===== config.mk =====
export PLATFORM = sky130hd
export DESIGN_NAME = enc16to4_seq
export DESIGN_NICKNAME = d
export VERILOG_FILES = /design/src/rtl/enc16to4_seq_pkg.sv /design/src/rtl/enc16to4_seq_pri.sv /design/src/rtl/enc16to4_seq.sv
export SDC_FILE = /design/constraint.sdc
export NUM_CORES = 1
export LEC_CHECK = 0
export ABC_AREA = 0
export BUFFER_PORTS_ARGS = -buffer_cell sky130_fd_sc_hd__buf_2
export CAP_MARGIN = 20
export CORE_UTILIZATION = 57
export DETAILED_ROUTE_END_ITERATION = 8
export GPL_TIMING_DRIVEN = 0
export PLACE_DENSITY = 0.8
export SETUP_SLACK_MARGIN = 0.5
export SLEW_MARGIN = 10
export SYNTH_ARGS = -nofsm -noshare
export SYNTH_HDL_FRONTEND = slang
export SYNTH_SLANG_ARGS = --single-unit

===== constraint.sdc =====
create_clock -name clk1 -period 4.3 [get_ports clk1]
set_input_delay 0.43 -clock clk1 [delete_from_list [all_inputs] [get_ports clk1]]
set_output_delay 0.43 -clock clk1 [all_outputs]
set_load 0.1 [all_outputs]

===== src/rtl/enc16to4_seq_pkg.sv =====
// enc16to4_seq_pkg
//   Shared constants and helpers for the sequential 16-to-4 encoder.
//   LIMIT  : select code width in bits
//   PATHS  : path vector width (2**LIMIT)
//   IDLE/EMIT : FSM state encodings
//   popcount(): number of set bits in a PATHS-wide vector, LIMIT+1 bits wide
package enc16to4_seq_pkg;

    localparam int unsigned LIMIT = 4;
    localparam int unsigned PATHS = 2 ** LIMIT;

    localparam logic [0:0] IDLE = 1'b0;
    localparam logic [0:0] EMIT = 1'b1;

    function automatic logic [LIMIT:0] popcount(input logic [PATHS-1:0] v);
        logic [LIMIT:0] n;
        n = '0;
        for (int unsigned i = 0; i < PATHS; i++) begin
            n = n + {{LIMIT{1'b0}}, v[i]};
        end
        return n;
    endfunction

endpackage


===== src/rtl/enc16to4_seq_pri.sv =====
// enc16to4_pri
//   Combinational lowest-set-bit priority encoder, 16 bits in.
//   vec : input vector
//   idx : index of the lowest set bit (0 when vec is zero)
//   nz  : vec has at least one bit set
//   Built from two 8-to-3 halves: the low half wins; the high half adds 8.
module enc16to4_pri
    import enc16to4_seq_pkg::*;
(
    input  logic [PATHS-1:0] vec,
    output logic [LIMIT-1:0] idx,
    output logic             nz
);

    localparam int unsigned HALF = PATHS / 2;

    logic [HALF-1:0]  lo_vec;
    logic [HALF-1:0]  hi_vec;
    logic [LIMIT-2:0] lo_idx;
    logic [LIMIT-2:0] hi_idx;
    logic             lo_nz;
    logic             hi_nz;

    assign lo_vec = vec[HALF-1:0];
    assign hi_vec = vec[PATHS-1:HALF];

    // Scan from the top down so the lowest set bit is the last one written.
    always_comb begin
        lo_idx = '0;
        lo_nz  = 1'b0;
        for (int unsigned i = HALF; i > 0; i--) begin
            if (lo_vec[i-1]) begin
                lo_idx = (LIMIT-1)'(i - 1);
                lo_nz  = 1'b1;
            end
        end
    end

    always_comb begin
        hi_idx = '0;
        hi_nz  = 1'b0;
        for (int unsigned i = HALF; i > 0; i--) begin
            if (hi_vec[i-1]) begin
                hi_idx = (LIMIT-1)'(i - 1);
                hi_nz  = 1'b1;
            end
        end
    end

    always_comb begin
        nz = lo_nz | hi_nz;
        if (lo_nz) begin
            idx = {1'b0, lo_idx};
        end else if (hi_nz) begin
            idx = {1'b1, hi_idx};
        end else begin
            idx = '0;
        end
    end

endmodule


===== src/rtl/enc16to4_seq.sv =====
// enc16to4_seq
//   Sequential 16-to-4 encoder: captures a path vector and emits the select
//   code of each set bit, lowest index first, one per valid/ready handshake.
//   clk1   : clock, rising edge
//   rst1   : synchronous active-high reset
//   load   : capture request, honoured only when idle
//   path   : request vector sampled on an accepted load
//   select : index of the presented set bit
//   valid  : select is presented
//   ready  : consumer accepts select when valid
//   busy   : unserved bits are held
//   remain : unaccepted set bits, including the presented one
//   done   : one-cycle pulse when a vector is fully served (or was empty)
module enc16to4_seq
    import enc16to4_seq_pkg::*;
#(
    parameter  int unsigned limit = LIMIT,
    localparam int unsigned paths = 2 ** limit
) (
    input  logic             clk1,
    input  logic             rst1,
    input  logic             load,
    input  logic [paths-1:0] path,
    output logic [limit-1:0] select,
    output logic             valid,
    input  logic             ready,
    output logic             busy,
    output logic [limit:0]   remain,
    output logic             done
);

    logic [0:0]       state_q,   state_d;
    logic [paths-1:0] pending_q, pending_d;
    logic [limit-1:0] select_q,  select_d;
    logic             valid_q,   valid_d;
    logic             busy_q,    busy_d;
    logic [limit:0]   remain_q,  remain_d;
    logic             done_q,    done_d;

    logic [paths-1:0] clr_mask;
    logic [limit-1:0] pri_idx;
    logic             pri_nz;

    // The encoder looks at the vector as it will be after this edge, so the
    // registered select is already the next code when valid is presented.
    enc16to4_pri u_pri (
        .vec (pending_d),
        .idx (pri_idx),
        .nz  (pri_nz)
    );

    always_comb begin
        clr_mask           = '0;
        clr_mask[select_q] = 1'b1;
    end

    always_comb begin
        state_d   = state_q;
        pending_d = pending_q;
        valid_d   = valid_q;
        busy_d    = busy_q;
        remain_d  = remain_q;
        done_d    = 1'b0;

        case (state_q)
            IDLE: begin
                if (load) begin
                    if (path != '0) begin
                        pending_d = path;
                        remain_d  = popcount(path);
                        valid_d   = 1'b1;
                        busy_d    = 1'b1;
                        state_d   = EMIT;
                    end else begin
                        done_d = 1'b1;
                    end
                end
            end
            EMIT: begin
                if (ready) begin
                    if (remain_q > {{limit{1'b0}}, 1'b1}) begin
                        pending_d = pending_q & ~clr_mask;
                        remain_d  = remain_q - {{limit{1'b0}}, 1'b1};
                    end else begin
                        pending_d = '0;
                        remain_d  = '0;
                        valid_d   = 1'b0;
                        busy_d    = 1'b0;
                        done_d    = 1'b1;
                        state_d   = IDLE;
                    end
                end
            end
            default: begin
                state_d   = IDLE;
                pending_d = '0;
                remain_d  = '0;
                valid_d   = 1'b0;
                busy_d    = 1'b0;
            end
        endcase

        // Once the vector drains, select keeps its last code.
        select_d = pri_nz ? pri_idx : select_q;
    end

    always_ff @(posedge clk1) begin
        if (rst1) begin
            state_q   <= IDLE;
            pending_q <= '0;
            select_q  <= '0;
            valid_q   <= 1'b0;
            busy_q    <= 1'b0;
            remain_q  <= '0;
            done_q    <= 1'b0;
        end else begin
            state_q   <= state_d;
            pending_q <= pending_d;
            select_q  <= select_d;
            valid_q   <= valid_d;
            busy_q    <= busy_d;
            remain_q  <= remain_d;
            done_q    <= done_d;
        end
    end

    assign select = select_q;
    assign valid  = valid_q;
    assign busy   = busy_q;
    assign remain = remain_q;
    assign done   = done_q;

endmodule

# Yosys cells after proc, flatten, opt, wreduce, memory -nomap -nowiden
# Index checks and enable logic that the tools add are counted.
dict set report op_classes {
  n_addsub 16
  muxes 61
  bitwise_logic 4
  reduce_logical 4
  eq_ne 4
  n_lt_le_gt_ge 3
}
# op count
set op_table {}
lappend op_table {{2-to-1 mux 16 bit} 4}
lappend op_table {{adder 5 x 1 -> 5 bit} 11}
lappend op_table {{2-to-1 mux 3 bit} 16}
lappend op_table {{case mux 16 bit (2 select lines)} 1}
lappend op_table {{2-to-1 mux 1 bit} 29}
lappend op_table {{2-to-1 mux 5 bit} 4}
lappend op_table {{AND 16 bit} 1}
lappend op_table {{inverter 16 bit} 1}
lappend op_table {{nonzero test 16 bit} 1}
lappend op_table {{case mux 5 bit (2 select lines)} 1}
lappend op_table {{2-to-1 mux 4 bit} 2}
lappend op_table {{inequality test 2 bit (second input constant)} 4}
lappend op_table {{case mux 1 bit (2 select lines)} 3}
lappend op_table {{adder 4 x 1 -> 5 bit} 1}
lappend op_table {{> comparator 5 x 1 -> 1 bit (second input constant)} 1}
lappend op_table {{less-than comparator 4 x 5 -> 1 bit (second input constant)} 1}
lappend op_table {{subtractor 5 x 1 -> 5 bit (second input constant)} 1}
lappend op_table {{adder 3 x 1 -> 4 bit} 1}
lappend op_table {{demux 1 bit (select 4 bit)} 1}
lappend op_table {{>= comparator 4 x 1 -> 1 bit (second input constant)} 1}
lappend op_table {{AND reduction 4 bit} 1}
lappend op_table {{adder 2 x 1 -> 3 bit} 1}
lappend op_table {{AND reduction 3 bit} 1}
lappend op_table {{adder 1 x 1 -> 2 bit} 1}
lappend op_table {{other kinds (3)} 3}
dict set report totals {
  input_bits 20
  regBits 28
  out_inout_bits 12
  word_cells 98
}

# Logic depth before layout (Yosys ltp)
dict set report logic_depth {
  ltp_word 19
  depth_mapped 15
  depth_no_buf 15
}

# Cells and area by module
# Synthesis repeated with hierarchy kept, for this count alone.
dict set report unflattened {
  cells_unflattened 295
  area_unflattened_um2 2284.7
}
# module cells_each instances seq_area_each_um2 area_each_um2
set by_module_without_submodules {}
lappend by_module_without_submodules {enc16to4_seq 264 1 560.5 2102.0}
lappend by_module_without_submodules {enc16to4_pri 31 1 0.0 182.7}

# Worst setup path after synthesis
# OpenSTA, ideal clock, no wires.
dict set report synth_path {
  kind {in2reg}
  start {input port path[0]}
  end {register remain_q[3] (netlist: remain[3])}
  n_path_buf 0
  stages 13
  arrival_ns 3.498
  slack_ns 0.675
  required_ns 4.172
  setup_ns 0.128
  path_cell_list {inv_1 fa_1 fa_1 fa_1 fa_1 inv_1 ha_1 a21o_1 a21oi_1 xor2_1 o221ai_1 o21ai_0 nor2_1}
}
dict set report synth_between {
  elab_chain_len 18
  word_cells_on_any_way 21
  cone_classes {add/sub (15); eq/ne (1); mux (3); reduce/logical (2)}
}
# item line_no
set synth_rtl {}
lappend synth_rtl {{start, declared} enc16to4_seq.sv:23} ;# input logic [paths-1:0] path,
lappend synth_rtl {{adder 1 x 1 -> 2 bit} enc16to4_seq_pkg.sv:19} ;# n = n + {{LIMIT{1'b0}}, v[i]};
lappend synth_rtl {{adder 2 x 1 -> 3 bit} enc16to4_seq_pkg.sv:19}
lappend synth_rtl {{adder 3 x 1 -> 4 bit} enc16to4_seq_pkg.sv:19}
lappend synth_rtl {{adder 4 x 1 -> 5 bit} enc16to4_seq_pkg.sv:19}
lappend synth_rtl {{adder 5 x 1 -> 5 bit (11 in series)} enc16to4_seq_pkg.sv:19}
lappend synth_rtl {{2-to-1 mux 5 bit} enc16to4_seq.sv:68} ;# if (path != '0) begin
lappend synth_rtl {{2-to-1 mux 5 bit} enc16to4_seq.sv:67} ;# if (load) begin
lappend synth_rtl {{case mux 5 bit (2 select lines)} enc16to4_seq.sv:65} ;# case (state_q)
lappend synth_rtl {{end signal, assigned} enc16to4_seq.sv:122} ;# remain_q <= remain_d;
lappend synth_rtl {{end, declared} enc16to4_seq.sv:37} ;# logic [limit:0] remain_q, remain_d;
# Several ways; a longest one is shown, not always the timed one. The select of a mux whose other input is x is not followed.
# A chain may end at the register's enable or synchronous reset.

# Worst setup path in the final report
# Ends and elaborated chain as after synthesis.

==> results.md <==
- Critical-path cell with the highest stage delay: sky130_fd_sc_hd__fa_1
- Crit-path max FO: 3
- Tot GR Track Use: between 20% and 30%
- Status: finished clean
- Type of element capturing the critical path: flip-flop
- Required time reported for the critical path endpoint: between 4 and 5 ns
- Slew margin rel.: 56.02%
- Post-synthesis cell count: 245
- Chip Width: 61.58 µm
- CTS tree: built
- Number of clock sinks seen by CTS: 28
- Final Cell Area: about 2300 µm²
- Share of layout cells above drive strength 1: between 10% and 20%
- Starting density of the core: 60.16%
- Clock slew at the register clock pins of the worst setup and hold paths: around 0.15 ns
- Clock insertion delay at the later pin of the skew report: 0.34 ns
- Pre-Repair DR Iteration Count: 5
- Capture endpoint of the worst hold path: pending_q[6]
- Count of different cell masters after synthesis: 51
- Cell area after placement: 2231 µm²
- Height of the chip: a little over 60 µm
- Final worst-path cycle share: 80.95%
- Prevailing post-synth register cell: sky130_fd_sc_hd__dfxtp_1
- Maximum count of clock buffers along a single path: 2
- Antenna violations before repair: 0
- Crit-path leading delay family: adder cells
- Number of flip-flops and latches in the synthesized netlist: 28
- Via count of the first global-routing pass: 1644
- Critical path startpoint: path[0]
- Worst IR drop on VDD: 0.3812 mV
- Detailed Route Iter0 Violations: around 110
- GPL Wtd Cong: roughly 0.95
- Max-slew violations: 0
- Type of the worst setup path: in2reg
- Startpoint of the lowest-slack register-to-register path: state_q
- Worst Skew: 0.002652 ns
- FP Rows: 21
- Max-capacitance violation count: 0
- Worst min-delay path category: in2reg
- Number of buffers added on ports: 30
- Critical hold path startpoint: path[6]
- Core Region: around 3400 µm²
- Slack of the worst reg-to-reg path: 1.38 ns
- Critical path cell sequence: buf_2, inv_1, fa_1, fa_1, fa_1, fa_1, inv_1, ha_1, a21o_1, a21oi_1, xor2_1, o221ai_1, o21ai_0, nor2_1
- Die ar.: 3791 µm²
- Cell area after synthesis: 2023 µm²
- Static Leakage: just over 1 nW
- Final worst slack: 0.8191 ns
- Total global routing overflow: 0
- Avg Cell Area, Syn: 8.258 µm²
- Minimum period implied by the final worst setup slack: 3.481 ns
- Worst Path Arrival: around 3.7 ns
- Via count: between 1.5k and 2k
- Largest stage delay, worst path: 0.57 ns
- Pin count of the biggest net entering global routing: 16
- Ports placed on the boundary: 32
- Number of CTS-inserted buffers: 3
- Number of hold buffers added after CTS: 0
- Worst hold path stage count: 3
- Least-Margin Pin Slew: 0.6574 ns
- CP most frequent cell: sky130_fd_sc_hd__fa_1
- Share of flip-flops with an asynchronous set or reset: 0%
- Hold Vio Cnt, Final: 0
- Stages on worst setup path: 14
- Via-per-instance ratio: ~5.7
- Unrepaired setup endpoints after global routing: false
- Power per Cell Area: 473.2 nW/µm²
- Root cell of the clock tree: sky130_fd_sc_hd__clkbuf_4
- Post-cts gate resize count: 0
- Post-DP HPWL: around 3.8 mm
- Length in cells of the worst reg-to-reg path: 9
- Post-Place Worst Slack: 0.4324 ns
- Post-route DRC violation count: 0
- Total power: 1.073 mW
- Post-DRT Antenna Nets: 0
- Peak clock frequency supported by timing: 0.2873 GHz
- Total inserted antenna cells: 0
- WL final: 4.868 mm
- Number of enable-type register cells in the synthesized netlist: 0
- Fraction of the yosys area taken by sequential cells: 27.71%
- CTS H-tree depth: 1
- Reg-to-Reg End: select[1]
- Setup violations, final: 0
- Synth warnings: 0
- Final core occ: 67.41%
- Global-route wire length before repair: 7.403 mm
- Final-stage net count: approximately 320
- Aggregate negative setup slack: 0 ns
- Number of setup buffers added after CTS: 0
- Drt wl/cell: ~15 µm
- Critical path buffers and inverters: 3
- Area growth syn-to-layout: 12.06%
- Critical Path Source Type: primary input
- Total nets after synthesis: approximately 280
## cell type report
cell class | count | area (µm²)
sequential | 28 | 560.5
buffer | 9 | 48.80
fill | 319 | 1096
inverter | 34 | 127.6
tap | 46 | 57.56
multi-input combinational | 174 | 1286
clock buffer | 4 | 36.28
timing repair buffer | 30 | 150.1
## worst register-to-register path, cell delays in order, from the launching register on
cell                       delay, ns
sky130_fd_sc_hd__dfxtp_1        0.41
sky130_fd_sc_hd__clkbuf_1       0.37
sky130_fd_sc_hd__nand2_1        0.25
sky130_fd_sc_hd__nor3_1         0.42
sky130_fd_sc_hd__nand2_1        0.10
sky130_fd_sc_hd__a41oi_1        0.38
sky130_fd_sc_hd__nand2_1        0.21
sky130_fd_sc_hd__nor4_4         0.35
sky130_fd_sc_hd__nand2_1        0.09
sky130_fd_sc_hd__o221a_1        0.24
## cell families (layout without fill, tap and decap cells)
logic type,Yosys count,after routing,synth area share (%)
AND/OR/NAND/NOR,95,95,23.44
adder cells (fa/ha/maj),18,18,14.84
flip-flops,28,28,27.71
XOR/XNOR,3,3,1.299
multiplexers,2,2,0.9895
buffers and inverters,43,77,8.719
AO/OA/AOI/OAI,56,56,23.01
## metal layers
layer,track usage [%],share of wire [%],up-vias
met3,4.412,6.4,7
met2,44.39,44,69
met4,10.16,1.6,0
li1,-,-,918
met5,0,0,-
met1,36.74,48,849
## how the worst max path moves through the flow
| stage | to | slack (ns) |
|---|---|---|
| after floorplan | remain[3] | 0.67 |
| after global placement | remain[3] | 0.46 |
| after detailed placement | remain[3] | 0.43 |
| after CTS | remain[4] | 0.82 |
| after global routing | remain[2] | 0.60 |
| final | remain[3] | 0.82 |
## through the flow
step / std cells / hold WS, ns
after CTS: 325 / 0.4153
final: 325 / 0.4187
after global placement: 321 / 0.4777
after floorplan: 245 / 0.4977
after global routing: 325 / 0.4509
after detailed placement: 321 / 0.4945
## report_power, final
group | internal, mW | leakage [nW] | switching (mW)
clock | 0.0521 | 0.0210 | 0.0823
sequential | 0.292 | 0.230 | 0.0301
combinational | 0.195 | 0.770 | 0.422
## state kept, by name, summed over array words and instances, names as in the netlist
name and flops:
remain 5, done 1, busy 1, state_q 1, select 4, pending_q 16
## cell usage in the layout (no fill, tap or decap), drive strengths merged, types with 2 or more instances in the layout
| master | netlist | routed |
|---|---|---|
| a211o | 2 | 2 |
| a21oi | 13 | 13 |
| a22oi | 2 | 2 |
| a31o | 2 | 2 |
| a41oi | 11 | 11 |
| buf | 3 | 33 |
| clkbuf | 6 | 10 |
| dfxtp | 28 | 28 |
| fa | 10 | 10 |
| ha | 8 | 8 |
| inv | 34 | 34 |
| mux2i | 2 | 2 |
| nand2 | 25 | 25 |
| nand3 | 2 | 2 |
| nor2 | 40 | 40 |
| nor2b | 2 | 2 |
| nor3 | 8 | 8 |
| nor3b | 3 | 3 |
| nor4 | 4 | 4 |
| o2111ai | 2 | 2 |
| o211ai | 3 | 3 |
| o21ai | 11 | 11 |
| o221ai | 2 | 2 |
| or4 | 3 | 3 |
| xor2 | 2 | 2 |
## synth_stat cells (2+ instances only)
cell,n,area (µm²)
sky130_fd_sc_hd__nor2_1,38,142.6
sky130_fd_sc_hd__inv_1,34,127.6
sky130_fd_sc_hd__dfxtp_1,28,560.5
sky130_fd_sc_hd__nand2_1,24,90.09
sky130_fd_sc_hd__a21oi_1,13,65.06
sky130_fd_sc_hd__fa_1,10,200.2
sky130_fd_sc_hd__o21ai_0,10,50.05
sky130_fd_sc_hd__ha_1,8,100.1
sky130_fd_sc_hd__nor3_1,7,35.03
sky130_fd_sc_hd__a41oi_2,6,97.59
sky130_fd_sc_hd__clkbuf_1,6,22.52
sky130_fd_sc_hd__a41oi_1,5,43.79
sky130_fd_sc_hd__nor3b_1,3,22.52
sky130_fd_sc_hd__nor4_1,3,18.77
sky130_fd_sc_hd__o211ai_1,3,22.52
sky130_fd_sc_hd__a211o_1,2,17.52
sky130_fd_sc_hd__a22oi_1,2,15.01
sky130_fd_sc_hd__a31o_1,2,17.52
sky130_fd_sc_hd__buf_4,2,15.01
sky130_fd_sc_hd__mux2i_1,2,20.02
sky130_fd_sc_hd__nand3_1,2,10.01
sky130_fd_sc_hd__nor2_2,2,12.51
sky130_fd_sc_hd__nor2b_1,2,12.51
sky130_fd_sc_hd__o221ai_1,2,17.52
sky130_fd_sc_hd__or4_4,2,22.52
sky130_fd_sc_hd__xor2_1,2,17.52
No activity file was read; power rests on OpenSTA's default activity.
